--- src/rtl/vga_timing_gen.sv ---
// Parametrised VGA raster timing generator: h/v counters, sync/de decode through a
// pix_en-gated delay pipeline, registered undelayed event strobes and a frame counter.
module vga_timing_gen #(
    parameter int unsigned H_ACTIVE = 640,
    parameter int unsigned H_FP     = 16,
    parameter int unsigned H_SYNC   = 96,
    parameter int unsigned H_BP     = 48,
    parameter int unsigned V_ACTIVE = 480,
    parameter int unsigned V_FP     = 10,
    parameter int unsigned V_SYNC   = 2,
    parameter int unsigned V_BP     = 33,
    parameter bit          HS_POL   = 1'b0,
    parameter bit          VS_POL   = 1'b0,
    parameter int unsigned X_W      = 10,
    parameter int unsigned Y_W      = 10,
    parameter int unsigned PIPE_DLY = 1,
    parameter int unsigned FRAME_W  = 16
) (
    input  logic               clk,
    input  logic               rst,
    input  logic               pix_en,
    output logic               hsync,
    output logic               vsync,
    output logic               de,
    output logic [X_W-1:0]     x,
    output logic [Y_W-1:0]     y,
    output logic               line_start,
    output logic               frame_start,
    output logic               vblank_start,
    output logic [FRAME_W-1:0] frame_count
);
    localparam int unsigned H_TOTAL  = H_ACTIVE + H_FP + H_SYNC + H_BP;
    localparam int unsigned V_TOTAL  = V_ACTIVE + V_FP + V_SYNC + V_BP;
    localparam int unsigned HS_BEGIN = H_ACTIVE + H_FP;
    localparam int unsigned HS_END   = HS_BEGIN + H_SYNC;
    localparam int unsigned VS_BEGIN = V_ACTIVE + V_FP;
    localparam int unsigned VS_END   = VS_BEGIN + V_SYNC;

    // Sync bits are stored as "asserted" flags; polarity is applied at the output.
    typedef struct packed {
        logic           hs;
        logic           vs;
        logic           de;
        logic [X_W-1:0] x;
        logic [Y_W-1:0] y;
    } stage_t;

    logic [X_W-1:0]     h_q, h_d;
    logic [Y_W-1:0]     v_q, v_d;
    logic [FRAME_W-1:0] frame_q, frame_d;
    logic [31:0]        h_ext, v_ext;
    logic               de_raw;
    stage_t             raw;
    stage_t             pipe_q [PIPE_DLY];
    logic               line_q, frame_start_q, vblank_q;

    assign h_ext  = 32'(h_q);
    assign v_ext  = 32'(v_q);
    assign de_raw = (h_ext < H_ACTIVE) && (v_ext < V_ACTIVE);

    always_comb begin
        h_d     = h_q + X_W'(1);
        v_d     = v_q;
        frame_d = frame_q;
        if (h_ext == H_TOTAL - 1) begin
            h_d = '0;
            if (v_ext == V_TOTAL - 1) begin
                v_d     = '0;
                frame_d = frame_q + FRAME_W'(1);
            end else begin
                v_d = v_q + Y_W'(1);
            end
        end
    end

    always_comb begin
        raw    = '0;
        raw.hs = (h_ext >= HS_BEGIN) && (h_ext < HS_END);
        raw.vs = (v_ext >= VS_BEGIN) && (v_ext < VS_END);
        raw.de = de_raw;
        raw.x  = de_raw ? h_q : '0;
        raw.y  = de_raw ? v_q : '0;
    end

    always_ff @(posedge clk) begin
        if (rst) begin
            h_q           <= '0;
            v_q           <= '0;
            frame_q       <= '0;
            line_q        <= 1'b0;
            frame_start_q <= 1'b0;
            vblank_q      <= 1'b0;
        end else begin
            // Strobes decode the pre-edge counters and last one clk only.
            line_q        <= pix_en && (h_q == '0);
            frame_start_q <= pix_en && (h_q == '0) && (v_q == '0);
            vblank_q      <= pix_en && (h_q == '0) && (v_ext == V_ACTIVE);
            if (pix_en) begin
                h_q     <= h_d;
                v_q     <= v_d;
                frame_q <= frame_d;
            end
        end
    end

    always_ff @(posedge clk) begin
        if (rst) begin
            for (int unsigned i = 0; i < PIPE_DLY; i++) begin
                pipe_q[i] <= '0;
            end
        end else if (pix_en) begin
            pipe_q[0] <= raw;
            for (int unsigned i = 1; i < PIPE_DLY; i++) begin
                pipe_q[i] <= pipe_q[i-1];
            end
        end
    end

    assign hsync        = pipe_q[PIPE_DLY-1].hs ? HS_POL : ~HS_POL;
    assign vsync        = pipe_q[PIPE_DLY-1].vs ? VS_POL : ~VS_POL;
    assign de           = pipe_q[PIPE_DLY-1].de;
    assign x            = pipe_q[PIPE_DLY-1].x;
    assign y            = pipe_q[PIPE_DLY-1].y;
    assign line_start   = line_q;
    assign frame_start  = frame_start_q;
    assign vblank_start = vblank_q;
    assign frame_count  = frame_q;

endmodule
--- config.mk ---
export PLATFORM = sky130hd
export DESIGN_NAME = vga_timing_gen
export DESIGN_NICKNAME = d
export VERILOG_FILES = /design/src/rtl/vga_timing_gen.sv
export SDC_FILE = /design/constraint.sdc
export NUM_CORES = 1
export LEC_CHECK = 0
export BUFFER_PORTS_ARGS = -buffer_cell sky130_fd_sc_hd__buf_4
export CORE_MARGIN = 3
export CORE_UTILIZATION = 27
export DETAILED_ROUTE_END_ITERATION = 6
export PLACE_DENSITY_LB_ADDON = 0.3
export SLEW_MARGIN = 20
export SYNTH_ARGS = -nofsm -noshare
export SYNTH_HDL_FRONTEND = slang
export SYNTH_SLANG_ARGS = --single-unit
--- constraint.sdc ---
create_clock -name clk -period 6.4 [get_ports clk]
set_clock_uncertainty 0.1 [all_clocks]
set_input_delay 0.32 -clock clk [delete_from_list [all_inputs] [get_ports clk]]
set_output_delay 0.32 -clock clk [all_outputs]
set_load 0.01 [all_outputs]
==> flow_summary.toml <==
[sta]
hold_violations = 0
setup_tns_ns = 0
drv_slew = 0
slew-limit-headroom_pct = 55.8
setup-violations-final = 0
tightest_slew_ns = 0.657
fmax_ghz = 0.407
fin_crit_ns = 2.46
grt_setup_unrepaired = "false"
fin_crit_sh_pct = 38.4
setup_ws_ns = 3.94

[clocking]
cts_buffers = 9
root_buffer = "clkbuf_8"
cts_tree = "yes"
ctsHoldBuffers = 0
clk_pin_slew_ns = 0.07
worstSkewPairLatency_ns = 0.34
cts.sinks = 62
cts_buffer_depth = 2
cts_resized = 0
cts_htree_levels = 3
postCtsSetupRepairBufs = 0

[synthesis]
synth_top_area_share_pct = 26.0
avgSynthCellArea_um2 = 9.69
async_flop_share_pct = 0
synth_edf_count = 23
syn_area_um2 = 3010
synth-seq-cells = 62
synth_area_leaders = "dfxtp_1 (26%), edfxtp_1 (23%), buf_4 (5.0%)"
yosysSeqAreaShare_pct = 49.0
ys_types = 41
yosys_warnings = 0
yosys.area.top_type = "dfxtp_1"
syn_nets = 318
synthCells = 310
synth_ff_type = "dfxtp_1"

[setup_path]
crit_required_ns = 6.57
cpPeakStageDelay_ns = 0.74
critPathMaxFanout = 13
cp-end-kind = "flop"
critical_path_class = "reg2reg"
crit_chain = "ha_1, nand4_1, or4_1, or4_1, a21oi_1"
arrival_ns = 2.63
start_kind = "flop"
cp_slowest_cell = "or4_1"
cpMostUsedCell = "or4_1"

[global_route]
grt_overflow = 0
antenna_found_initial = 0
grt_pass1_vias = 2080
grt_use_total_pct = 10.4
grt_pass1_wl_mm = 10.6
grt_max_degree = 29

[floorplanning]
die_width_um = 112
io_pins = 45
initial_core_util_pct = 28.5
dieArea_um2 = 12400
fp.coreArea_um2 = 10600
fp-row-count = 37
die_h_um = 112

[finish]
final_cell_area_um2 = 3490
multi_input_area_um2 = 1270
mostFrequentLayoutCells = "buf_4 (44), dfxtp_1 (39), edfxtp_1 (23)"
stdcell_count = 467
fill_cells = 1123
antenna_cells = 0
drive_gt1_share_pct = 20.5
seqCellArea_um2 = 1470
utilization_pct = 33.1
syn2layout_area_growth_pct = 16.2
nets = 334
layout_commonest_cell = "buf_4"

[power_and_ir_drop]
intPower_uw = 652
switchingPower_uw = 182
ir_worst_vdd_mv = 0.101
power.leakage_nw = 1.28
p_seq_share_pct = 50.4
switching_share_pct = 21.8
powerDensity_nw_per_um2 = 239
combPwrFrac_pct = 4.1
p_clk_share_pct = 45.4

[min_path]
worstHoldPathType = "in2reg"

[routing]
ant_nets = 0
drtPass1Iterations = 4
wirelength_mm = 6.12
wl_per_cell_um = 13.1
drtIter0Drc = 77
routed_via_density = 4.70
drc = 0
num_vias = 2197

[place]
gp_congestion = 0.796
place_ws_ns = 3.97
placed_cell_area_um2 = 3270
hpwl_mm = 4.27
place_inst = 451
port_buffers = 44

[run_status]
status = "complete, no violations"

[flow_run]
drv_cap = 0
## cells in the mapped netlist (2+ instances only)
master / n
dfxtp_1: 39
edfxtp_1: 23
a21oi_1: 21
and2_1: 20
buf_4: 20
nor2_1: 20
nand3_1: 17
clkbuf_1: 13
nand2_1: 11
or4_1: 10
inv_1: 9
nand4_1: 9
and3_1: 8
o31ai_1: 8
nor3_1: 7
nor4_1: 7
o21ai_0: 7
xnor2_1: 7
ha_1: 5
xor2_1: 5
buf_2: 4
nand2b_1: 4
nand4b_1: 4
nor2b_1: 4
o41ai_1: 4
or3_1: 4
and4_1: 3
mux2_2: 3
or4b_1: 2
## critical path, delay by kind of cell (launching register included)
family	cells	cell delay, ns
AO/OA/AOI/OAI	1	0.15
flip-flops	1	0.42
AND/OR/NAND/NOR	3	1.49
adder cells (fa/ha/maj)	1	0.24
## per-stage QoR
stage / hold WS, ns / total power [mW]
6_report: 0.193 / 0.834
2_1_floorplan: 0.369 / 0.456
5_1_grt: 0.202 / 0.869
4_1_cts: 0.177 / 0.847
3_3_place_gp: 0.378 / 0.465
3_5_place_dp: 0.380 / 0.465
## logic make-up after synthesis
logic type / count (synthesis) / share of synthesized area, %
other: 1 / 0.125
buffers and inverters: 48 / 8.91
XOR/XNOR: 12 / 3.50
adder cells (fa/ha/maj): 5 / 2.08
AO/OA/AOI/OAI: 42 / 8.28
flip-flops: 62 / 49.0
AND/OR/NAND/NOR: 137 / 27.0
multiplexers: 3 / 1.12
## sequential cells by signal, summed over array words and instances, names as in the netlist
register / cells
frame_count: 16
frame_start: 1
h_q: 10
line_start: 1
pipe_q: 23
v_q: 10
vblank_start: 1
## final timing paths
path	startpoint	to	slack [ns]	cells after the start
max	h_q[0]	frame_count[15]	3.94	5
min	pix_en	h_q[0]	0.19	3
max reg2reg	h_q[0]	frame_count[15]	3.94	5
min reg2reg	frame_count[15]	frame_count[15]	0.40	2
## power by group through the flow
stage / Clock, mW / Combinational (mW) / Sequential [mW]
2_1_floorplan: 0 / 0.0265 / 0.430
3_3_place_gp: 0 / 0.0354 / 0.429
3_5_place_dp: 0 / 0.0351 / 0.430
4_1_cts: 0.390 / 0.0351 / 0.421
5_1_grt: 0.409 / 0.0378 / 0.422
6_report: 0.379 / 0.0344 / 0.421
## metal layers
metal / track usage (%) / routed length, um / up-vias
met3: 3.48 / 313 / 7
met1: 13.9 / 3020 / 1011
met5: 0 / 0 / -
met2: 15.7 / 2720 / 47
met4: 4.14 / 56 / 0
li1: - / - / 1132
## final cells by class
class,count,area share (%)
Tap cell,136,4.87
Inverter,9,0.968
Sequential cell,62,42.2
Clock buffer,9,3.55
Multi-Input combinational cell,200,36.3
Timing Repair Buffer,44,9.46
Clock inverter,7,2.72
Note: power is estimated with default switching activity, not from simulation.
